File: src/rtl/mul_div_unit.sv
// Iterative 32-bit unsigned multiply/divide unit: shift-add MUL/MULHU and
// restoring DIVU/REMU, one bit per cycle, writing its result to the register file.
module mul_div_unit (
  input  logic        clk,
  input  logic        rst,
  input  logic        start,
  input  logic [1:0]  op,
  input  logic [31:0] src_a,
  input  logic [31:0] src_b,
  input  logic [4:0]  dest,
  output logic        busy,
  output logic        done,
  output logic [31:0] result,
  output logic        reg_write,
  output logic [4:0]  write_addr
);

  typedef enum logic [1:0] {IDLE, RUN, DONE} state_t;

  state_t      state, state_nxt;
  logic [1:0]  op_q;
  logic [31:0] a_q, b_q;
  logic [4:0]  dest_q;
  logic [5:0]  cnt;
  logic [63:0] acc, acc_nxt;
  logic [32:0] sum, diff;

  // MUL: acc = {partial product, multiplier}; DIV: acc = {remainder, dividend/quotient}
  always_comb begin
    sum  = {1'b0, acc[63:32]} + {1'b0, a_q};
    diff = acc[63:31] - {1'b0, b_q};
    if (!op_q[1])
      acc_nxt = acc[0] ? {sum, acc[31:1]} : {1'b0, acc[63:1]};
    else if (diff[32])
      acc_nxt = {acc[62:0], 1'b0};
    else
      acc_nxt = {diff[31:0], acc[30:0], 1'b1};
  end

  always_comb begin
    state_nxt = state;
    busy      = 1'b0;
    done      = 1'b0;
    reg_write = 1'b0;
    case (state)
      IDLE: if (start) state_nxt = RUN;
      RUN: begin
        busy = 1'b1;
        // cnt reaches 32 after the last iteration; that cycle latches the result
        if (cnt[5]) state_nxt = DONE;
      end
      DONE: begin
        busy      = 1'b1;
        done      = 1'b1;
        reg_write = (dest_q != 5'd0);
        state_nxt = IDLE;
      end
      default: state_nxt = IDLE;
    endcase
  end

  assign write_addr = dest_q;

  always_ff @(posedge clk or posedge rst) begin
    if (rst) state <= IDLE;
    else     state <= state_nxt;
  end

  always_ff @(posedge clk or posedge rst) begin
    if (rst) begin
      op_q   <= 2'd0;
      a_q    <= 32'd0;
      b_q    <= 32'd0;
      dest_q <= 5'd0;
      cnt    <= 6'd0;
      acc    <= 64'd0;
      result <= 32'd0;
    end else begin
      case (state)
        IDLE: if (start) begin
          op_q   <= op;
          a_q    <= src_a;
          b_q    <= src_b;
          dest_q <= dest;
          cnt    <= 6'd0;
          acc    <= {32'd0, op[1] ? src_a : src_b};
        end
        RUN: begin
          if (!cnt[5]) begin
            acc <= acc_nxt;
            cnt <= cnt + 6'd1;
          end else begin
            result <= op_q[0] ? acc[63:32] : acc[31:0];
          end
        end
        default: ;
      endcase
    end
  end

endmodule
File: config.mk
export PLATFORM = sky130hd
export DESIGN_NAME = mul_div_unit
export DESIGN_NICKNAME = d
export VERILOG_FILES = /design/src/rtl/mul_div_unit.sv
export SDC_FILE = /design/constraint.sdc
export NUM_CORES = 1
export LEC_CHECK = 0
export CORE_UTILIZATION = 40
export DETAILED_ROUTE_END_ITERATION = 10
export GPL_TIMING_DRIVEN = 0
export PLACE_DENSITY_LB_ADDON = 0.12
export SYNTH_ARGS = -nofsm -noshare
export SYNTH_HDL_FRONTEND = slang
export SYNTH_SLANG_ARGS = --single-unit
export TNS_END_PERCENT = 1
File: constraint.sdc
create_clock -name clk -period 16 [get_ports clk]
set_input_delay 4 -clock clk [delete_from_list [all_inputs] [get_ports clk]]
set_output_delay 4 -clock clk [all_outputs]
set_load 0.005 [all_outputs]
==> metrics.md, run 1 <==
| Metric | Value |
|---|---|
| Clk pwr share | `0.138` |
| Top FF cell, synth | `dfrtp_1` |
| Inserted Diodes | `0` |
| Ys async rst share | `1.00` |
| Mapped Nets | `1491` |
| Root buffer cell | `clkbuf_16` |
| Final nets | `around 1600` |
| Remaining global-route overflow | `0` |
| # hold bufs at CTS | `0` |
| CP required | `approximately 16 ns` |
| Setup-failing EPs final | `0` |
| Die W | `around 180 µm` |
| PwrDens | `218 nW/µm²` |
| CTS clk-pin slew, worst paths | `~0.08 ns` |
| Site row count | `63` |
| Cell chain of the critical path | `clkdlybuf4s50_1, nor2b_1, nor2_1, nand2_1, nor2_1, a21oi_1, o21ai_0` |
| P_int | `1680 µW` |
| Critical path type | `in -> reg` |
| Via density | `~5.7` |
| Most frequent CP cell | `nor2_1` |
| Wire length per cell | `21.1 µm` |
| Worst Hold Depth | `1` |
| Clock sinks | `about 180` |
| Sequential share of the synthesized area | `0.355` |
| Max FO, Critical Path | `10` |
| Sw Ratio | `0.471` |
| Worst-margin pin slew | `around 1.1 ns` |
| Slew HR | `0.299` |
| RSZ-0062 raised after global routing | `false` |
| Mapped Cells | `1347` |
| Clock latency on the worst-skew pair | `between 0.4 and 0.5 ns` |
| Min-Delay Path Class | `reg -> reg` |
| Status | `finished clean` |
| Placed instance area | `14000 µm²` |
| Die footprint | `~32000 µm²` |
| Area Overhead vs Synth | `18.1%` |
| Placed wire-length estimate | `29800 µm` |
| Worst path max stage delay | `about 0.9 ns` |
| Core Box Area | `around 30000 µm²` |
| Sequential fraction of design power | `0.256` |
| Antenna violations before repair | `0` |
| Drt pass-1 iters | `6` |
| Minimum clock period | `approximately 7 ns` |
| Logic pwr share | `0.606` |
| Port bufs | `112` |
| I/O pins | `114` |
| Post-synth EDFFs | `0` |
| Syn_area_per_cell | `about 9 µm²` |
| Psw | `approximately 1500 µW` |
| Top delay family on crit path | `simple AND/OR/NAND/NOR gates` |
| Postcts setup bufs | `0` |
| H-tree depth | `4` |
| Multi-input gate area | `around 7400 µm²` |
| Power Total | `between 3000 and 4000 µW` |
| CTS tree | `built` |
| Number of cells on the critical path | `7` |
| Worst path slowest cell | `nor2_1` |
| Final Instance Area | `14600 µm²` |
| Setup ws final | `9.12 ns` |
| Synth Warn # | `0` |
| Global placement routability congestion | `approximately 0.91` |
| DRC errors left | `0` |
| Crit path DAT | `7.25 ns` |
| Vias in the first global route | `10800` |
| Initial Util | `0.411` |
| Max clock buf depth | `2` |
| Setup_tns | `0 ns` |
| Critical Path Start Type | `input pin` |
| Fill cells | `between 2000 and 3000` |
| Synth Cell Area | `between 10000 and 15000 µm²` |
| R2R depth | `9` |
| Synth unique cells | `between 60 and 70` |
| First-pass GRT wire length | `between 60000 and 70000 µm` |
| Max Clk Rate | `0.145 GHz` |
| Max Clock Skew | `0.0145 ns` |
| Hold Vio Cnt, Final | `0` |
| Max-cap violations | `0` |
| Crit path buf inv count | `1` |
| Num CTS Buffers | `17` |
| Fin. max-slew vios | `0` |
| Ratio of cells with drive above 1 in the final layout | `0.113` |
| Crit path capture type | `flop` |
| Chip height | `about 180 µm` |
| Maximum vdd drop | `about 0.10 mV` |
| Total GRT Usage | `0.259` |
| Pre-CTS setup slack | `just under 9 ns` |
| Routed via count | `10800` |
| WHS | `0.510 ns` |
| Post-CTS Resized | `0` |
| Register area | `4380 µm²` |
| Largest net degree at the start of global routing | `between 100 and 150` |
| Crit share post-route | `0.430` |
| Antenna-violating nets left | `0` |
| Seq cells post-synth | `about 180` |
| LEAKAGE | `around 0.0066 µW` |
| DRT Wirelength | `just under 40000 µm` |
| Starting DRT DRC Count | `roughly 680` |
cell usage in the layout (no fill, tap or decap), drive strengths merged, types with 4 or more instances in the layout:
master | synthesis | routed
o2111ai | 5 | 5
o221ai | 13 | 13
ha | 68 | 68
nor2b | 14 | 14
a22o | 4 | 4
nand3 | 22 | 22
a211oi | 12 | 12
clkbuf | 58 | 75
o21ai | 87 | 87
or3 | 4 | 4
nand2b | 7 | 7
and3 | 8 | 8
o31ai | 6 | 6
inv | 55 | 59
buf | 21 | 22
a221oi | 4 | 4
a31oi | 11 | 11
a32o | 8 | 8
dfrtp | 175 | 175
mux2 | 110 | 110
nor2 | 114 | 114
clkinv | 1 | 7
xor2 | 26 | 26
clkdlybuf4s50 | 0 | 112
nand4 | 15 | 15
o21a | 14 | 14
mux2i | 99 | 99
o211ai | 13 | 13
a21oi | 143 | 143
nor3 | 16 | 16
a21o | 24 | 24
xnor2 | 25 | 25
nand2 | 112 | 112
worst register-to-register path, cell delays in order, from the launching register on:
cell and delay (ns):
dfrtp_1 0.39, inv_1 0.10, ha_1 0.20, buf_1 0.35, nand2_1 0.12, nor2_1 0.79, nand2_1 0.56, nor2_1 0.92
a21oi_1 0.19, o21ai_0 0.13
state kept, by name (all words and copies together), names as in the netlist:
signal / cells
cnt: 6
result: 32
write_addr: 5
op_q: 2
b_q: 32
state: 2
acc: 64
a_q: 32
path summary, 6_finish.rpt:
check                      slack (ns)                 start               endpoint
hold / removal                   0.51    b_q[2]$_DFFE_PP0P_     b_q[2]$_DFFE_PP0P_
setup reg to reg                12.18  state[1]$_DFFE_PP0P_    acc[46]$_DFFE_PP0P_
min in group asynchronous        3.98                   rst  result[9]$_DFFE_PP0P_
hold reg to reg                  0.51    b_q[2]$_DFFE_PP0P_     b_q[2]$_DFFE_PP0P_
setup / recovery                 9.12                 start    acc[46]$_DFFE_PP0P_
max in group asynchronous       11.06                   rst    a_q[24]$_DFFE_PP0P_
power by group through the flow:
stage          clock network (µW)  registers [µW]  logic [µW]
2_1_floorplan                   0             763        1350
3_3_place_gp                    0             814        1890
3_5_place_dp                    0             820        1900
4_1_cts                       446             813        1920
5_1_grt                       460             840        2120
6_report                      439             813        1930
layout make-up:
type,count,share of cell area
Buffer,79,0.0229
Clock buffer,17,0.0292
Clock inverter,15,0.0111
Inverter,56,0.0149
Multi-Input combinational cell,1037,0.509
Sequential cell,175,0.301
Tap cell,390,0.0335
Timing Repair Buffer,113,0.0788
synthesized netlist by cell type (4+ instances only):
library cell | n | area, µm²
dfrtp_1 | 175 | 4380
a21oi_1 | 141 | 706
nor2_1 | 114 | 428
nand2_1 | 111 | 417
mux2_2 | 109 | 1230
mux2i_1 | 99 | 991
o21ai_0 | 84 | 420
ha_1 | 68 | 851
clkbuf_1 | 58 | 218
inv_1 | 53 | 199
xor2_1 | 26 | 228
xnor2_1 | 25 | 219
a21o_1 | 24 | 180
nand3_1 | 22 | 110
nor3_1 | 16 | 80.1
nand4_1 | 15 | 93.8
nor2b_1 | 14 | 87.6
o21a_1 | 14 | 105
o221ai_1 | 13 | 114
a211oi_1 | 12 | 90.1
buf_1 | 11 | 41.3
a31oi_1 | 10 | 62.6
o211ai_1 | 10 | 75.1
a32o_1 | 8 | 80.1
and3_1 | 8 | 50.1
nand2b_1 | 7 | 43.8
buf_2 | 6 | 30.0
o31ai_1 | 6 | 45.0
o2111ai_1 | 5 | 43.8
a221oi_1 | 4 | 35.0
a22o_1 | 4 | 35.0
buf_6 | 4 | 45.0
or3_1 | 4 | 25.0
routing by layer:
| layer | GRT usage | vias to the layer above | wire length, µm |
|---|---|---|---|
| met5 | 0 | - | 0 |
| met1 | 0.352 | 5308 | 18500 |
| li1 | - | 5152 | - |
| met2 | 0.416 | 302 | 18300 |
| met3 | 0.0409 | 54 | 1940 |
| met4 | 0.0883 | 0 | 1000 |
logic make-up (layout without fill, tap and decap cells):
logic type,count (synthesis),in the layout,share of synthesized area
and+or+nand+nor,331,331,0.120
adders and majority gates,70,70,0.0722
xor gates and xnor gates,51,51,0.0362
buffers and inverters,135,280,0.0441
AOI/OAI and AO/OA,376,376,0.192
muxes,209,209,0.181
DFF,175,175,0.355
metrics by stage:
stage               cells   util
global placement     1849  0.465
detailed placement   1850  0.466
CTS                  1882  0.485
global route         1882  0.485
floorplan            1347      -
finish               1882  0.485
(Power assumes the default switching activity.)
==> run 2: changes to the inputs <==
==> constraint.sdc (replaced) <==
create_clock -name clk -period 6.77 [get_ports clk]
set_input_delay 1.6925 -clock clk [delete_from_list [all_inputs] [get_ports clk]]
set_output_delay 1.6925 -clock clk [all_outputs]
set_load 0.005 [all_outputs]
==> results of run 2 <==
The final DEF is identical to that of run 1. Status: finished clean.
Main changes from that run: setup slack after placement 8.72 ns -> 1.80 ns; setup slack after layout 9.12 ns -> 2.20 ns; register-to-register setup slack 12.18 ns -> 2.95 ns; total power 3180 µW -> 7510 µW; worst IR drop on VDD 0.100 mV -> 0.236 mV
